--- src/rtl/adder_arbiter_if.sv ---
// Bundle between adder_arbiter and its environment: two requester handshakes,
// the shared adder operands/result and the response handshake.
interface adder_arbiter_if #(
  parameter int unsigned WIDTH = 4
);
  logic             req0_valid;
  logic [WIDTH-1:0] req0_a;
  logic [WIDTH-1:0] req0_b;
  logic             req0_ready;
  logic             req1_valid;
  logic [WIDTH-1:0] req1_a;
  logic [WIDTH-1:0] req1_b;
  logic             req1_ready;
  logic [WIDTH-1:0] add_a;
  logic [WIDTH-1:0] add_b;
  logic             add_start;
  logic [WIDTH:0]   add_sum;
  logic             resp_valid;
  logic             resp_ready;
  logic             resp_id;
  logic [WIDTH:0]   resp_sum;
  logic [7:0]       done_count;

  // Environment side: requesters, adder and response consumer
  modport master (
    output req0_valid, req0_a, req0_b, input req0_ready,
    output req1_valid, req1_a, req1_b, input req1_ready,
    input  add_a, add_b, add_start, output add_sum,
    input  resp_valid, resp_id, resp_sum, done_count, output resp_ready
  );

  // Arbiter side
  modport slave (
    input  req0_valid, req0_a, req0_b, output req0_ready,
    input  req1_valid, req1_a, req1_b, output req1_ready,
    output add_a, add_b, add_start, input add_sum,
    output resp_valid, resp_id, resp_sum, done_count, input resp_ready
  );
endinterface

--- src/rtl/adder_arbiter.sv ---
// Round-robin sequencer sharing one external adder between two requesters;
// holds operands for ADD_LAT cycles, captures the sum and returns it with the ID.
module adder_arbiter #(
  parameter int unsigned WIDTH   = 4,
  parameter int unsigned ADD_LAT = 1
) (
  input  logic            clk,
  input  logic            rst_n,
  adder_arbiter_if.slave  bus
);
  localparam int unsigned CW = 3;
  localparam int unsigned SW = WIDTH + 1;

  typedef enum logic [1:0] {IDLE, BUSY, RESP} state_e;

  state_e           state_q, state_d;
  logic             last_q, last_d;
  logic [WIDTH-1:0] add_a_q, add_a_d;
  logic [WIDTH-1:0] add_b_q, add_b_d;
  logic             add_start_q, add_start_d;
  logic [CW-1:0]    cnt_q, cnt_d;
  logic             resp_valid_q, resp_valid_d;
  logic             resp_id_q, resp_id_d;
  logic [SW-1:0]    resp_sum_q, resp_sum_d;
  logic [7:0]       done_count_q, done_count_d;
  logic             grant0_c, grant1_c;

  // Grant: on a tie the requester that was not served last wins
  always_comb begin
    grant0_c = 1'b0;
    grant1_c = 1'b0;
    if (state_q == IDLE) begin
      if (bus.req0_valid && bus.req1_valid) begin
        grant0_c = last_q;
        grant1_c = ~last_q;
      end else begin
        grant0_c = bus.req0_valid;
        grant1_c = bus.req1_valid;
      end
    end
  end

  // Ready is forced low while reset is asserted
  assign bus.req0_ready = grant0_c & rst_n;
  assign bus.req1_ready = grant1_c & rst_n;

  always_comb begin
    state_d      = state_q;
    last_d       = last_q;
    add_a_d      = add_a_q;
    add_b_d      = add_b_q;
    add_start_d  = 1'b0;
    cnt_d        = cnt_q;
    resp_valid_d = resp_valid_q;
    resp_id_d    = resp_id_q;
    resp_sum_d   = resp_sum_q;
    done_count_d = done_count_q;
    unique case (state_q)
      IDLE: begin
        if (grant0_c || grant1_c) begin
          add_a_d     = grant1_c ? bus.req1_a : bus.req0_a;
          add_b_d     = grant1_c ? bus.req1_b : bus.req0_b;
          resp_id_d   = grant1_c;
          cnt_d       = CW'(ADD_LAT);
          add_start_d = 1'b1;
          state_d     = BUSY;
        end
      end
      BUSY: begin
        // Counter reaching zero marks the cycle add_sum is valid
        if (cnt_q == '0) begin
          resp_sum_d   = bus.add_sum;
          resp_valid_d = 1'b1;
          state_d      = RESP;
        end else begin
          cnt_d = cnt_q - CW'(1);
        end
      end
      RESP: begin
        if (bus.resp_ready) begin
          resp_valid_d = 1'b0;
          last_d       = resp_id_q;
          done_count_d = done_count_q + 8'd1;
          state_d      = IDLE;
        end
      end
      default: state_d = IDLE;
    endcase
  end

  always_ff @(posedge clk or negedge rst_n) begin
    if (!rst_n) begin
      state_q      <= IDLE;
      last_q       <= 1'b1;
      add_a_q      <= '0;
      add_b_q      <= '0;
      add_start_q  <= 1'b0;
      cnt_q        <= '0;
      resp_valid_q <= 1'b0;
      resp_id_q    <= 1'b0;
      resp_sum_q   <= '0;
      done_count_q <= '0;
    end else begin
      state_q      <= state_d;
      last_q       <= last_d;
      add_a_q      <= add_a_d;
      add_b_q      <= add_b_d;
      add_start_q  <= add_start_d;
      cnt_q        <= cnt_d;
      resp_valid_q <= resp_valid_d;
      resp_id_q    <= resp_id_d;
      resp_sum_q   <= resp_sum_d;
      done_count_q <= done_count_d;
    end
  end

  assign bus.add_a      = add_a_q;
  assign bus.add_b      = add_b_q;
  assign bus.add_start  = add_start_q;
  assign bus.resp_valid = resp_valid_q;
  assign bus.resp_id    = resp_id_q;
  assign bus.resp_sum   = resp_sum_q;
  assign bus.done_count = done_count_q;
endmodule

--- src/flat_wrapper.sv ---
// flat-port wrapper written by rule: the top's interface ports become plain ports
module adder_arbiter_flat 
#(
  parameter int unsigned WIDTH   = 4,
  parameter int unsigned ADD_LAT = 1
)
  (clk, rst_n, bus_req0_valid, bus_req0_a, bus_req0_b, bus_req0_ready, bus_req1_valid, bus_req1_a, bus_req1_b, bus_req1_ready, bus_add_a, bus_add_b, bus_add_start, bus_add_sum, bus_resp_valid, bus_resp_id, bus_resp_sum, bus_done_count, bus_resp_ready);
  adder_arbiter_if #(.WIDTH(WIDTH)) bus_i ();
  input  logic clk;
  input  logic rst_n;
  input wire logic [$bits(bus_i.req0_valid)-1:0] bus_req0_valid;
  input wire logic [$bits(bus_i.req0_a)-1:0] bus_req0_a;
  input wire logic [$bits(bus_i.req0_b)-1:0] bus_req0_b;
  output wire logic [$bits(bus_i.req0_ready)-1:0] bus_req0_ready;
  input wire logic [$bits(bus_i.req1_valid)-1:0] bus_req1_valid;
  input wire logic [$bits(bus_i.req1_a)-1:0] bus_req1_a;
  input wire logic [$bits(bus_i.req1_b)-1:0] bus_req1_b;
  output wire logic [$bits(bus_i.req1_ready)-1:0] bus_req1_ready;
  output wire logic [$bits(bus_i.add_a)-1:0] bus_add_a;
  output wire logic [$bits(bus_i.add_b)-1:0] bus_add_b;
  output wire logic [$bits(bus_i.add_start)-1:0] bus_add_start;
  input wire logic [$bits(bus_i.add_sum)-1:0] bus_add_sum;
  output wire logic [$bits(bus_i.resp_valid)-1:0] bus_resp_valid;
  output wire logic [$bits(bus_i.resp_id)-1:0] bus_resp_id;
  output wire logic [$bits(bus_i.resp_sum)-1:0] bus_resp_sum;
  output wire logic [$bits(bus_i.done_count)-1:0] bus_done_count;
  input wire logic [$bits(bus_i.resp_ready)-1:0] bus_resp_ready;
  assign bus_i.req0_valid = bus_req0_valid;
  assign bus_i.req0_a = bus_req0_a;
  assign bus_i.req0_b = bus_req0_b;
  assign bus_req0_ready = bus_i.req0_ready;
  assign bus_i.req1_valid = bus_req1_valid;
  assign bus_i.req1_a = bus_req1_a;
  assign bus_i.req1_b = bus_req1_b;
  assign bus_req1_ready = bus_i.req1_ready;
  assign bus_add_a = bus_i.add_a;
  assign bus_add_b = bus_i.add_b;
  assign bus_add_start = bus_i.add_start;
  assign bus_i.add_sum = bus_add_sum;
  assign bus_resp_valid = bus_i.resp_valid;
  assign bus_resp_id = bus_i.resp_id;
  assign bus_resp_sum = bus_i.resp_sum;
  assign bus_done_count = bus_i.done_count;
  assign bus_i.resp_ready = bus_resp_ready;
  adder_arbiter #(.WIDTH(WIDTH), .ADD_LAT(ADD_LAT)) u_core (.clk(clk), .rst_n(rst_n), .bus(bus_i));
endmodule
--- config.mk ---
export PLATFORM = sky130hd
export DESIGN_NAME = adder_arbiter_flat
export DESIGN_NICKNAME = d
export VERILOG_FILES = /design/src/rtl/adder_arbiter_if.sv /design/src/rtl/adder_arbiter.sv /design/src/flat_wrapper.sv
export SDC_FILE = /design/constraint.sdc
export NUM_CORES = 1
export LEC_CHECK = 0
export ABC_AREA = 1
export BUFFER_PORTS_ARGS = -buffer_cell sky130_fd_sc_hd__buf_2
export CORE_MARGIN = 1.5
export CORE_UTILIZATION = 40
export DETAILED_ROUTE_END_ITERATION = 8
export GPL_TIMING_DRIVEN = 0
export PLACE_DENSITY = 0.71
export SYNTH_ARGS = -nofsm -noshare
export SYNTH_HDL_FRONTEND = slang
export SYNTH_SLANG_ARGS = --single-unit
--- constraint.sdc ---
create_clock -name clk -period 2.7 [get_ports clk]
set_input_delay 0.135 -clock clk [delete_from_list [all_inputs] [get_ports clk]]
set_output_delay 0.135 -clock clk [all_outputs]
set_load 0.1 [all_outputs]
==> results.tsv <==
metric	value	unit
antenna_found_initial	0	
synth_area_leaders	dfrtp_1, nand2_1, inv_1	
clk_pin_slew_worst_paths	0.06	ns
drt_iter0_markers	56	
hold_path_class	in -> reg	
cp.arrival	1.89	ns
grt-ovfl-total	0	
cp_max_fo	31	
routed_wirelength	2869	um
synth_fp_nets	207	
areaGrowthSynthToFinish	25.86	%
place_hpwl	2056	um
min_period	2.023	ns
layout_common_cells	buf_2, nand2_1, inv_1, dfrtp_1, nand3_1	
htreeDepth	2	
placementRows	22	
tightest_slew	0.6822	ns
drc	0	
core_area	3716	sq um
grtUsageTotal	0.1569	
final_common_cell	buf_2	
final-max-slew-violation-count	0	
netlist_area	1563	sq um
vias_per_cell	4.389	
fin_nets	266	
slew_headroom	0.5452	
status	complete, no violations	
grt_max_degree	32	
finalSetupTns	0	ns
rsz0062_at_grt	no	
synth_top_area_share	0.4644	
ys_seq_area_frac	0.4812	
clock.fmax	494.3	MHz
dieArea	4291	sq um
cts_buffers	5	
post_cts_resized	0	
dr.pass1.iters	4	
wire_per_inst	10.07	um
initial_core_util	0.4205	
ys_seq_elements	30	
critPathRequiredTime	2.57	ns
finish.utilization	0.5293	
skew	0.005135	ns
vias	1251	
place.gp.congestion	0.7248	
cts_hold_buf	1	
hold_viol	0	
final_antenna_net_count	0	
cap_violations	0	
die_w	65.51	um
cts.path.max_buffers	2	
critPathKind	in -> out	
syn_avg_cell_area	8.779	sq um
setup_violations	0	
cts_tree	yes	
num-fill-cells	366	
pre_cts_slack	1.141	ns
root_buffer	clkbuf_8	
ys_warn_count	0	
cts_setup_buffers	0	
yosysUniqueCellTypes	23	
cts.sinks	30	
start_kind	primary input	
grt_pass1_vias	1197	
ios	52	
clk_latency	0.28	ns
num_antenna_cells	0	
layout-drive-gt1-share	0.3586	
synth_area_leader_cell	dfrtp_1	
grt_pass1_wl	5140	um
setup.worst_path.end_class	output port	
synth_cells	178	
finalCritPeriodShare	0.7493	
port_buffers	51	
setup_ws	0.6770	ns
die_h	65.51	um
==> worst max-delay path: stages <==
cell           delay, ns
dlygate4sd3_1       0.52
buf_2               0.55
inv_1               0.12
nor2_1              0.12
buf_2               0.43
==> layout make-up <==
cell class	instances	area [sq um]	share of cell area
Sequential cell	30	752.0	0.3823
Multi-Input combinational cell	109	638.1	0.3244
Timing Repair Buffer	52	265.3	0.1349
Inverter	35	131.4	0.06679
Clock buffer	5	68.82	0.03499
Tap cell	48	60.06	0.03053
Buffer	4	41.29	0.02099
Clock inverter	2	10.01	0.005089
==> metal layers <==
layer / wire length, um / track usage / up-vias
met3: 187 / 0.06164 / 5
met2: 1280 / 0.2423 / 35
met1: 1352 / 0.2000 / 542
met5: 0 / 0 / -
li1: - / - / 669
met4: 48 / 0.05469 / 0
==> metrics by stage <==
step | std cells | cell area, sq um | hold slack [ns]
floorplan | 178 | 1563 | -0.1606
global placement | 277 | 1878 | 0.2178
detailed placement | 277 | 1878 | 0.2165
CTS | 285 | 1967 | 0.08007
global route | 285 | 1967 | 0.09051
finish | 285 | 1967 | 0.08611
==> flip-flops by register name, summed over array words and instances, names as in the netlist <==
signal and count:
u_core.bus.resp_sum 5, u_core.bus.add_a 4, u_core.bus.resp_id 1, u_core.last_q 1, u_core.state_q 2, u_core.bus.add_b 4, u_core.bus.resp_valid 1, u_core.cnt_q 3
u_core.bus.add_start 1, u_core.bus.done_count 8
==> worst paths after layout <==
check / start / depth (start not counted) / end / slack, ns
max: rst_n / 5 / bus_req0_ready / 0.68
min: bus_add_sum[0] / 3 / u_core.bus.resp_sum[0] / 0.09
max reg2reg: u_core.cnt_q[0] / 6 / u_core.bus.resp_sum[2] / 1.47
min reg2reg: u_core.bus.add_a[0] / 2 / u_core.bus.add_a[0] / 0.47
max in group asynchronous: rst_n / 2 / u_core.cnt_q[2] / 1.83
min in group asynchronous: rst_n / 2 / u_core.bus.add_a[2] / 0.42
==> logic make-up after synthesis <==
| kind of cell | synth area share |
|---|---|
| AND/OR/NAND/NOR | 0.2914 |
| buffers and inverters | 0.1105 |
| AO/OA/AOI/OAI | 0.06485 |
| flip-flops | 0.4812 |
| adder cells (fa/ha/maj) | 0.02402 |
| XOR/XNOR | 0.02803 |
==> synth_stat cells <==
master / n
inv_1: 34
o21ai_0: 3
nand4_1: 10
clkbuf_4: 1
nand3_1: 13
buf_6: 3
nor2_1: 5
nand3_4: 2
dfrtp_1: 29
ha_1: 3
o211ai_1: 1
nand3_2: 2
nor2_4: 1
nand2_4: 1
nand2_1: 48
o21ai_2: 9
inv_2: 1
dfstp_2: 1
xor2_1: 2
nor2_8: 1
xnor2_1: 3
nand2_2: 3
nor2_2: 2
Power is left out: the tool's default activity adds up to more than one toggle a clock period on the data nets, which glitch-free logic cannot reach.
